<file path="src/rtl/rr_write_arbiter_if.sv">
// Requester-side bus for the round-robin write arbiter.
interface rr_write_arbiter_if #(
  parameter int unsigned NREQ = 4,
  parameter int unsigned N    = 8
);
  localparam int unsigned IDW = (NREQ > 1) ? $clog2(NREQ) : 1;

  logic [NREQ-1:0]   req;
  logic [NREQ*N-1:0] wdata;
  logic [NREQ-1:0]   ack;
  logic [IDW-1:0]    grant_id;
  logic              busy;
  logic              wr_en;
  logic [N-1:0]      q;

  // Requesting agents drive req/wdata and observe the rest.
  modport master (
    output req, wdata,
    input  ack, grant_id, busy, wr_en, q
  );

  // Arbiter side.
  modport slave (
    input  req, wdata,
    output ack, grant_id, busy, wr_en, q
  );
endinterface

</file>
<file path="src/rtl/rr_write_arbiter.sv">
// Round-robin write controller owning one shared N-bit register.
// Every write runs IDLE -> WRITE -> HOLD so q stays stable after each update.
module rr_write_arbiter #(
  parameter int unsigned NREQ     = 4,
  parameter int unsigned N        = 8,
  parameter int unsigned HOLD_CYC = 2
) (
  input  logic              clk,
  input  logic              rstN,
  rr_write_arbiter_if.slave bus
);
  localparam int unsigned IDW       = (NREQ > 1) ? $clog2(NREQ) : 1;
  localparam int unsigned CNTW      = (HOLD_CYC > 1) ? $clog2(HOLD_CYC) : 1;
  localparam int unsigned HOLD_INIT = (HOLD_CYC == 0) ? 0 : HOLD_CYC - 1;

  typedef enum logic [1:0] {
    S_IDLE  = 2'd0,
    S_WRITE = 2'd1,
    S_HOLD  = 2'd2
  } state_t;

  state_t          r_state;
  logic [CNTW-1:0] r_cnt;
  logic [IDW-1:0]  r_last;
  logic [IDW-1:0]  r_grant_id;
  logic [N-1:0]    r_wdata;
  logic [N-1:0]    r_q;
  logic [NREQ-1:0] r_ack;
  logic            r_wr_en;
  logic            r_busy;

  state_t          w_state_nxt;
  logic [CNTW-1:0] w_cnt_nxt;
  logic [IDW-1:0]  w_idx;
  logic [IDW-1:0]  w_pick;
  logic            w_any;
  logic [NREQ-1:0] w_ack_nxt;
  logic            w_wr_en_nxt;
  logic            w_busy_nxt;

  // Round-robin search starting just after the last grantee.
  always_comb begin
    w_idx  = '0;
    w_pick = '0;
    w_any  = 1'b0;
    for (int unsigned k = 1; k <= NREQ; k++) begin
      w_idx = IDW'((32'(r_last) + k) % NREQ);
      if (!w_any && bus.req[w_idx]) begin
        w_pick = w_idx;
        w_any  = 1'b1;
      end
    end
  end

  // State and hold-counter register.
  always_ff @(posedge clk or negedge rstN) begin
    if (!rstN) begin
      r_state <= S_IDLE;
      r_cnt   <= '0;
    end else begin
      r_state <= w_state_nxt;
      r_cnt   <= w_cnt_nxt;
    end
  end

  // Next-state logic; HOLD counts down to zero before releasing to IDLE.
  always_comb begin
    w_state_nxt = r_state;
    w_cnt_nxt   = r_cnt;
    case (r_state)
      S_IDLE: begin
        if (w_any) w_state_nxt = S_WRITE;
      end
      S_WRITE: begin
        if (HOLD_CYC == 0) begin
          w_state_nxt = S_IDLE;
        end else begin
          w_state_nxt = S_HOLD;
          w_cnt_nxt   = CNTW'(HOLD_INIT);
        end
      end
      S_HOLD: begin
        if (r_cnt == '0) w_state_nxt = S_IDLE;
        else             w_cnt_nxt   = r_cnt - CNTW'(1);
      end
      default: begin
        w_state_nxt = S_IDLE;
        w_cnt_nxt   = '0;
      end
    endcase
  end

  // Output decode from the next state, so the registered outputs track the state register.
  always_comb begin
    w_ack_nxt   = '0;
    w_wr_en_nxt = 1'b0;
    w_busy_nxt  = (w_state_nxt != S_IDLE);
    if (w_state_nxt == S_WRITE) begin
      w_wr_en_nxt = 1'b1;
      w_ack_nxt   = NREQ'(1) << w_pick;
    end
  end

  // Registered ack / wr_en / busy.
  always_ff @(posedge clk or negedge rstN) begin
    if (!rstN) begin
      r_ack   <= '0;
      r_wr_en <= 1'b0;
      r_busy  <= 1'b0;
    end else begin
      r_ack   <= w_ack_nxt;
      r_wr_en <= w_wr_en_nxt;
      r_busy  <= w_busy_nxt;
    end
  end

  // Grant latch, pointer update and the shared register itself.
  always_ff @(posedge clk or negedge rstN) begin
    if (!rstN) begin
      r_grant_id <= '0;
      r_wdata    <= '0;
      r_last     <= IDW'(NREQ - 1);
      r_q        <= '0;
    end else begin
      if (r_state == S_IDLE && w_any) begin
        r_grant_id <= w_pick;
        r_wdata    <= bus.wdata[32'(w_pick)*N +: N];
      end
      if (r_wr_en) begin
        r_q    <= r_wdata;
        r_last <= r_grant_id;
      end
    end
  end

  assign bus.ack      = r_ack;
  assign bus.wr_en    = r_wr_en;
  assign bus.busy     = r_busy;
  assign bus.grant_id = r_grant_id;
  assign bus.q        = r_q;
endmodule

</file>
<file path="src/flat_wrapper.sv">
// flat-port wrapper written by rule: the top's interface ports become plain ports
module rr_write_arbiter_flat 
#(
  parameter int unsigned NREQ     = 4,
  parameter int unsigned N        = 8,
  parameter int unsigned HOLD_CYC = 2
)
  (clk, rstN, bus_req, bus_wdata, bus_ack, bus_grant_id, bus_busy, bus_wr_en, bus_q);
  rr_write_arbiter_if #(.NREQ(NREQ), .N(N)) bus_i ();
  input  logic clk;
  input  logic rstN;
  input wire logic [$bits(bus_i.req)-1:0] bus_req;
  input wire logic [$bits(bus_i.wdata)-1:0] bus_wdata;
  output wire logic [$bits(bus_i.ack)-1:0] bus_ack;
  output wire logic [$bits(bus_i.grant_id)-1:0] bus_grant_id;
  output wire logic [$bits(bus_i.busy)-1:0] bus_busy;
  output wire logic [$bits(bus_i.wr_en)-1:0] bus_wr_en;
  output wire logic [$bits(bus_i.q)-1:0] bus_q;
  assign bus_i.req = bus_req;
  assign bus_i.wdata = bus_wdata;
  assign bus_ack = bus_i.ack;
  assign bus_grant_id = bus_i.grant_id;
  assign bus_busy = bus_i.busy;
  assign bus_wr_en = bus_i.wr_en;
  assign bus_q = bus_i.q;
  rr_write_arbiter #(.NREQ(NREQ), .N(N), .HOLD_CYC(HOLD_CYC)) u_core (.clk(clk), .rstN(rstN), .bus(bus_i));
endmodule
</file>
<file path="config.mk">
export PLATFORM = sky130hd
export DESIGN_NAME = rr_write_arbiter_flat
export DESIGN_NICKNAME = d
export VERILOG_FILES = /design/src/rtl/rr_write_arbiter_if.sv /design/src/rtl/rr_write_arbiter.sv /design/src/flat_wrapper.sv
export SDC_FILE = /design/constraint.sdc
export NUM_CORES = 1
export LEC_CHECK = 0
export ABC_AREA = 1
export CORE_AREA = 10 10 75 77
export DETAILED_ROUTE_END_ITERATION = 7
export DIE_AREA = 0 0 85 87
export PLACE_DENSITY = 0.87
export SLEW_MARGIN = 30
export SYNTH_ARGS = -nofsm -noshare
export SYNTH_HDL_FRONTEND = slang
export SYNTH_SLANG_ARGS = --single-unit
</file>
<file path="constraint.sdc">
create_clock -name clk -period 4 [get_ports clk]
set_input_delay 0.8 -clock clk [delete_from_list [all_inputs] [get_ports clk]]
set_output_delay 0.8 -clock clk [all_outputs]
set_load 0.01 [all_outputs]
</file>
Yosys cells after proc, flatten, opt, wreduce, memory -nomap -nowiden:

Cells that the tools add are included.

* equal/unequal tests: 3
* shift-type cells: 2
* order comparisons: 4
* bitwise gates (word level): 0
* mux-type cells: 23
* divide/modulo/power cells: 0
* add/sub/neg operators: 5
* reduce and logical (&&, ||, !) cells: 9
* multipliers: 0

Operator list (number)
* $shiftx A32 B6 Y8: 1
* $lt A2 B3 Y1 const B: 4
* $mux W2: 6
* $mux W1: 10
* $bmux W1 S2: 4
* $pmux W2 S3: 1
* $add A2 B1 Y2 const B: 2
* $add A2 B2 Y2 const B: 2
* $eq A2 B1 Y1 const B: 2
* $logic_and A1 B1 Y1: 4
* $mux W4: 1
* $shl A1 B2 Y4 const A: 1
* $logic_not A1 Y1: 3
* $pmux W1 S3: 1
* $eq A2 B2 Y1 const B: 1
* $logic_not A2 Y1: 1
* $reduce_bool A2 Y1: 1
* $sub A1 B1 Y1 const B: 1

* latch bits: 0
* register bits after elaboration: 29
* logic and storage cells: 55
* memory bits (read-only): 0
* memory bits (writable): 0
* input bits: 38
* output and inout bits: 16
* memories kept: 0

Longest topological paths before layout:

* depth after elaboration: 17
* gate-level depth with buffers: 16
* mapped depth without buffers: 14

Least setup slack after synthesis:

No wires, ideal clock.

* kind: input-to-reg
* start point: input bus_req[3]
* end point: register u_core.r_wdata[0]
* stages: 13
* arrival time: 1.816 ns
* buffers on the path: 1
* slack: 2.067 ns
* setup time: 0.117 ns
* data required time: 3.883 ns
* cells stage by stage: inv_1 -> nand2_1 -> nand3_1 -> nand2_1 -> nor2_4 -> nand3_4 -> nand3_4 -> buf_12 -> nand2_2 -> nand3_1 -> nand2_1 -> nand2_1 -> nand2_1

* longest elaborated chain between the ends: 13

RTL lines
* start: declaration: line flat_wrapper.sv:12 `input wire logic [$bits(bus_i.req)-1:0] bus_req;`
* $bmux W1 S2: line rr_write_arbiter.sv:48 `if (!w_any && bus.req[w_idx]) begin`
* $mux W1 (not written as such): line rr_write_arbiter.sv:48
* $mux W1: line rr_write_arbiter.sv:48
* $logic_not A1 Y1: line rr_write_arbiter.sv:48
* $logic_and A1 B1 Y1: line rr_write_arbiter.sv:48
* $mux W1: line rr_write_arbiter.sv:48
* $logic_not A1 Y1: line rr_write_arbiter.sv:48
* $logic_and A1 B1 Y1: line rr_write_arbiter.sv:48
* $mux W1: line rr_write_arbiter.sv:48
* $logic_not A1 Y1: line rr_write_arbiter.sv:48
* $logic_and A1 B1 Y1: line rr_write_arbiter.sv:48
* $mux W2 or $mux W1 (tied branches): line rr_write_arbiter.sv:48
* $shiftx A32 B6 Y8 or $logic_and A1 B1 Y1 (tied branches): line rr_write_arbiter.sv:127, rr_write_arbiter.sv:125
* end signal: assignment: line rr_write_arbiter.sv:127 `r_wdata <= bus.wdata[32'(w_pick)*N +: N];`
* end: declaration: line rr_write_arbiter.sv:26 `logic [N-1:0] r_wdata;`

Several ways; a longest one is shown, not always the timed one. The select of a mux whose other input is x is not followed.
A chain may end at the register's enable or synchronous reset.

Worst setup path in the final report:

* start point: input bus_req[2]
* end point: register u_core.r_wdata[6]

The elaborated chain is that of the path after synthesis.

==> results.txt <==
VDD IR max = 0.351 mV
Number of setup buffers added after CTS = 0
Pint = 1180 uW
Outcome = finished clean
Post-synth ARST share = 100%
WL final = 4.64 mm
Cells resized by post-CTS repair = 0
Setup_tns = 0 ns
Worst-path fanout max = 18
Seq/Total Area, Yosys = 39.6%
Clk buf depth = 2
Clock root cell = clkbuf_8
Antenna violations before repair = 0
Largest net degree at the start of global routing = 30
Finished Layout Cells = 352
Register area = 728 um2
Share of cells above drive strength 1 = 15.7%
Final #Nets = 337
Vias per inst = 4.97
DP Wirelength = 3.67 mm
H-tree levels = 2
Initial core utilization = 43.5%
Hold buffer count at cts = 0
Pleak = 0.00130 uW
Mapped Cells = 246
Psw = 1180 uW
Tcrit/Tclk final = 65.7%
Vias in the first global route = 1771
Die height = 87 um
Sink Count = 29
Fin. Hold Viols = 0
Switching share of total power = 49.9%
First-pass GRT wire length = 7.87 mm
Clk_lat worst skew = 0.28 ns
Hold Path Class = reg -> reg
CTS tree = yes
Clock network power share = 10.5%
Core Box Area = 0.00423 mm2
MaxCap Viol Count = 0
Power Density = 952 mW/mm2
Slew of the pin with the lowest slew margin = 0.476 ns
EDFF count, synth = 0
Die span in x = 85 um
Worst clock skew = 0.00576 ns
CTS Buf Count = 5
Multi-input logic area = 868 um2
Placement Cell Area = 0.00238 mm2
# diodes = 0
Synth Flop Type = dfrtp_1
Row count = 24
Die area = 0.00740 mm2
Worst EP arrival = 2.80 ns
Crit start category = primary input
Cell Area, Synth = 0.00184 mm2
# DRC = 0
Design Area, Final = 0.00247 mm2
GPL Wtd Cong = 0.874
Initial drt markers = 94
Comb pwr share = 65.7%
Slew Viols, Final = 0
Setup repair after global routing missed its margin = no
Drt wl/cell = 13.2 um
Antenna viol nets, final = 0
Placed Cells = 344
Required time of the worst setup path = 4.17 ns
Gr ovfl total = 0
Clock-pin slew on the worst setup and hold paths = 0.06 ns
Vias = 1748
Distinct cells, synth = 25
Post-route minimum period = 2.63 ns
Worst setup path category = in -> reg
Global Route Usage Sum = 12.7%
Rel. slew slack = 68.2%
Worst setup EP type = flip-flop
Pre-antenna DRT Iters = 4
YS warnings = 0
Final setup fails = 0
FF+latch count, synth = 29
# IOs = 54
IO buf count = 53
Area Growth Syn to Fin = 34.4%
Syn Area/Cell = 7.48 um2
Syn nets = 284
Number of fill cells = 362
Fmax = 0.380 GHz
Sequential group share of total power = 23.8%
==> synth_stat cells, types with 2 or more instances <==
library cell  count  area share (%)
inv_1            42             8.6
o21ai_0           3            0.82
nand3_4           2             1.9
nand4_1          16             5.4
dfstp_2           2             2.9
inv_2             3            0.61
mux2_2            8             4.9
nor2_4            2             1.2
nand2_1          77              16
nand3_1          26             7.1
nand2_2          14             4.8
dfrtp_1          27              37
buf_2             5             1.4
nor2_2            2            0.68
nor2_1            7             1.4
==> cell type report <==
type,instances,share of cell area [%]
multi-input combinational,162,35.1
sequential,29,29.4
timing repair buffer,54,21.8
inverter,47,7.44
clock buffer,8,3.64
tap,52,2.63
==> registers in the layout (all words and copies together), names as in the netlist <==
name and count:
u_core.bus.grant_id 2, u_core.bus.busy 1, u_core.r_last 2, u_core.r_cnt 1
u_core.bus.ack 4, u_core.bus.wr_en 1, u_core.bus.q 8, u_core.r_state 2
u_core.r_wdata 8
==> placed cells by master, fill, tap and decap left out, drive strengths merged <==
| cell | synthesis | layout |
|---|---|---|
| clkbuf | 0 | 8 |
| dfstp | 2 | 2 |
| nand4 | 16 | 16 |
| dfrtp | 27 | 27 |
| clkdlybuf4s50 | 0 | 53 |
| nor2 | 11 | 11 |
| mux2 | 8 | 8 |
| buf | 8 | 1 |
| nand3 | 29 | 29 |
| inv | 47 | 47 |
| a21oi | 1 | 1 |
| nand2 | 92 | 92 |
| or2 | 1 | 1 |
| o21ai | 4 | 4 |
==> critical path, stage by stage <==
cell and delay, ns:
clkdlybuf4s50_1 0.45, nand2_1 0.08, nand2_1 0.07, nand2_1 0.11, nand2_2 0.09, inv_2 0.08, nand3_2 0.29, nand3_4 0.38
nand2_1 0.12, nand3_1 0.10, nand2_1 0.08, nand2_1 0.08, nand2_1 0.05
==> stage by stage <==
| step | setup WS, ns | total power, uW | hold slack [ns] | utilization (%) |
|---|---|---|---|---|
| after floorplan | 2.07 | 1770 | 0.439 | - |
| after global placement | 1.25 | 2050 | 0.471 | 56.3 |
| after detailed placement | 1.11 | 2100 | 0.472 | 56.3 |
| after CTS | 1.40 | 2360 | 0.486 | 58.4 |
| after global routing | 1.17 | 2590 | 0.512 | 58.4 |
| final | 1.37 | 2360 | 0.492 | 58.4 |
==> power groups by stage <==
stage / combinational (uW) / sequential, uW / clock [uW]
2_1_floorplan: 1220 / 545 / 0
5_1_grt: 1740 / 583 / 267
3_5_place_dp: 1540 / 566 / 0
6_report: 1550 / 562 / 247
4_1_cts: 1540 / 561 / 249
3_3_place_gp: 1480 / 564 / 0
==> path summary, 6_finish.rpt <==
kind                                               start                            end  slack (ns)  depth (start not counted)
setup / recovery                              bus_req[2]  u_core.r_wdata[6]$_DFFE_PN0P_        1.37                         13
hold / removal             u_core.r_wdata[7]$_DFFE_PN0P_  u_core.r_wdata[7]$_DFFE_PN0P_        0.49                          2
setup reg to reg            u_core.r_last[0]$_DFFE_PN1P_  u_core.r_wdata[6]$_DFFE_PN0P_        1.60                         13
hold reg to reg            u_core.r_wdata[7]$_DFFE_PN0P_  u_core.r_wdata[7]$_DFFE_PN0P_        0.49                          2
max in group asynchronous                           rstN   u_core.r_last[1]$_DFFE_PN1P_        2.79                          2
min in group asynchronous                           rstN  u_core.r_wdata[0]$_DFFE_PN0P_        0.90                          2
==> logic make-up (layout without fill, tap and decap cells) <==
family / count (synthesis) / after routing / share of synthesized area, %
multiplexers: 8 / 8 / 4.89
AO/OA/AOI/OAI: 5 / 5 / 2.58
AND/OR/NAND/NOR: 149 / 149 / 39.7
flip-flops: 29 / 29 / 39.6
buffers and inverters: 55 / 109 / 13.3
==> metal layers <==
layer  track usage (%)  routed length, um  vias up
met4              3.29                 91        0
met1              14.2               1870      805
met3              6.09                402       12
met2              21.1               2270       62
met5                 0                  0        -
li1                  -                  -      869
Note: power is estimated with default switching activity, not from simulation.
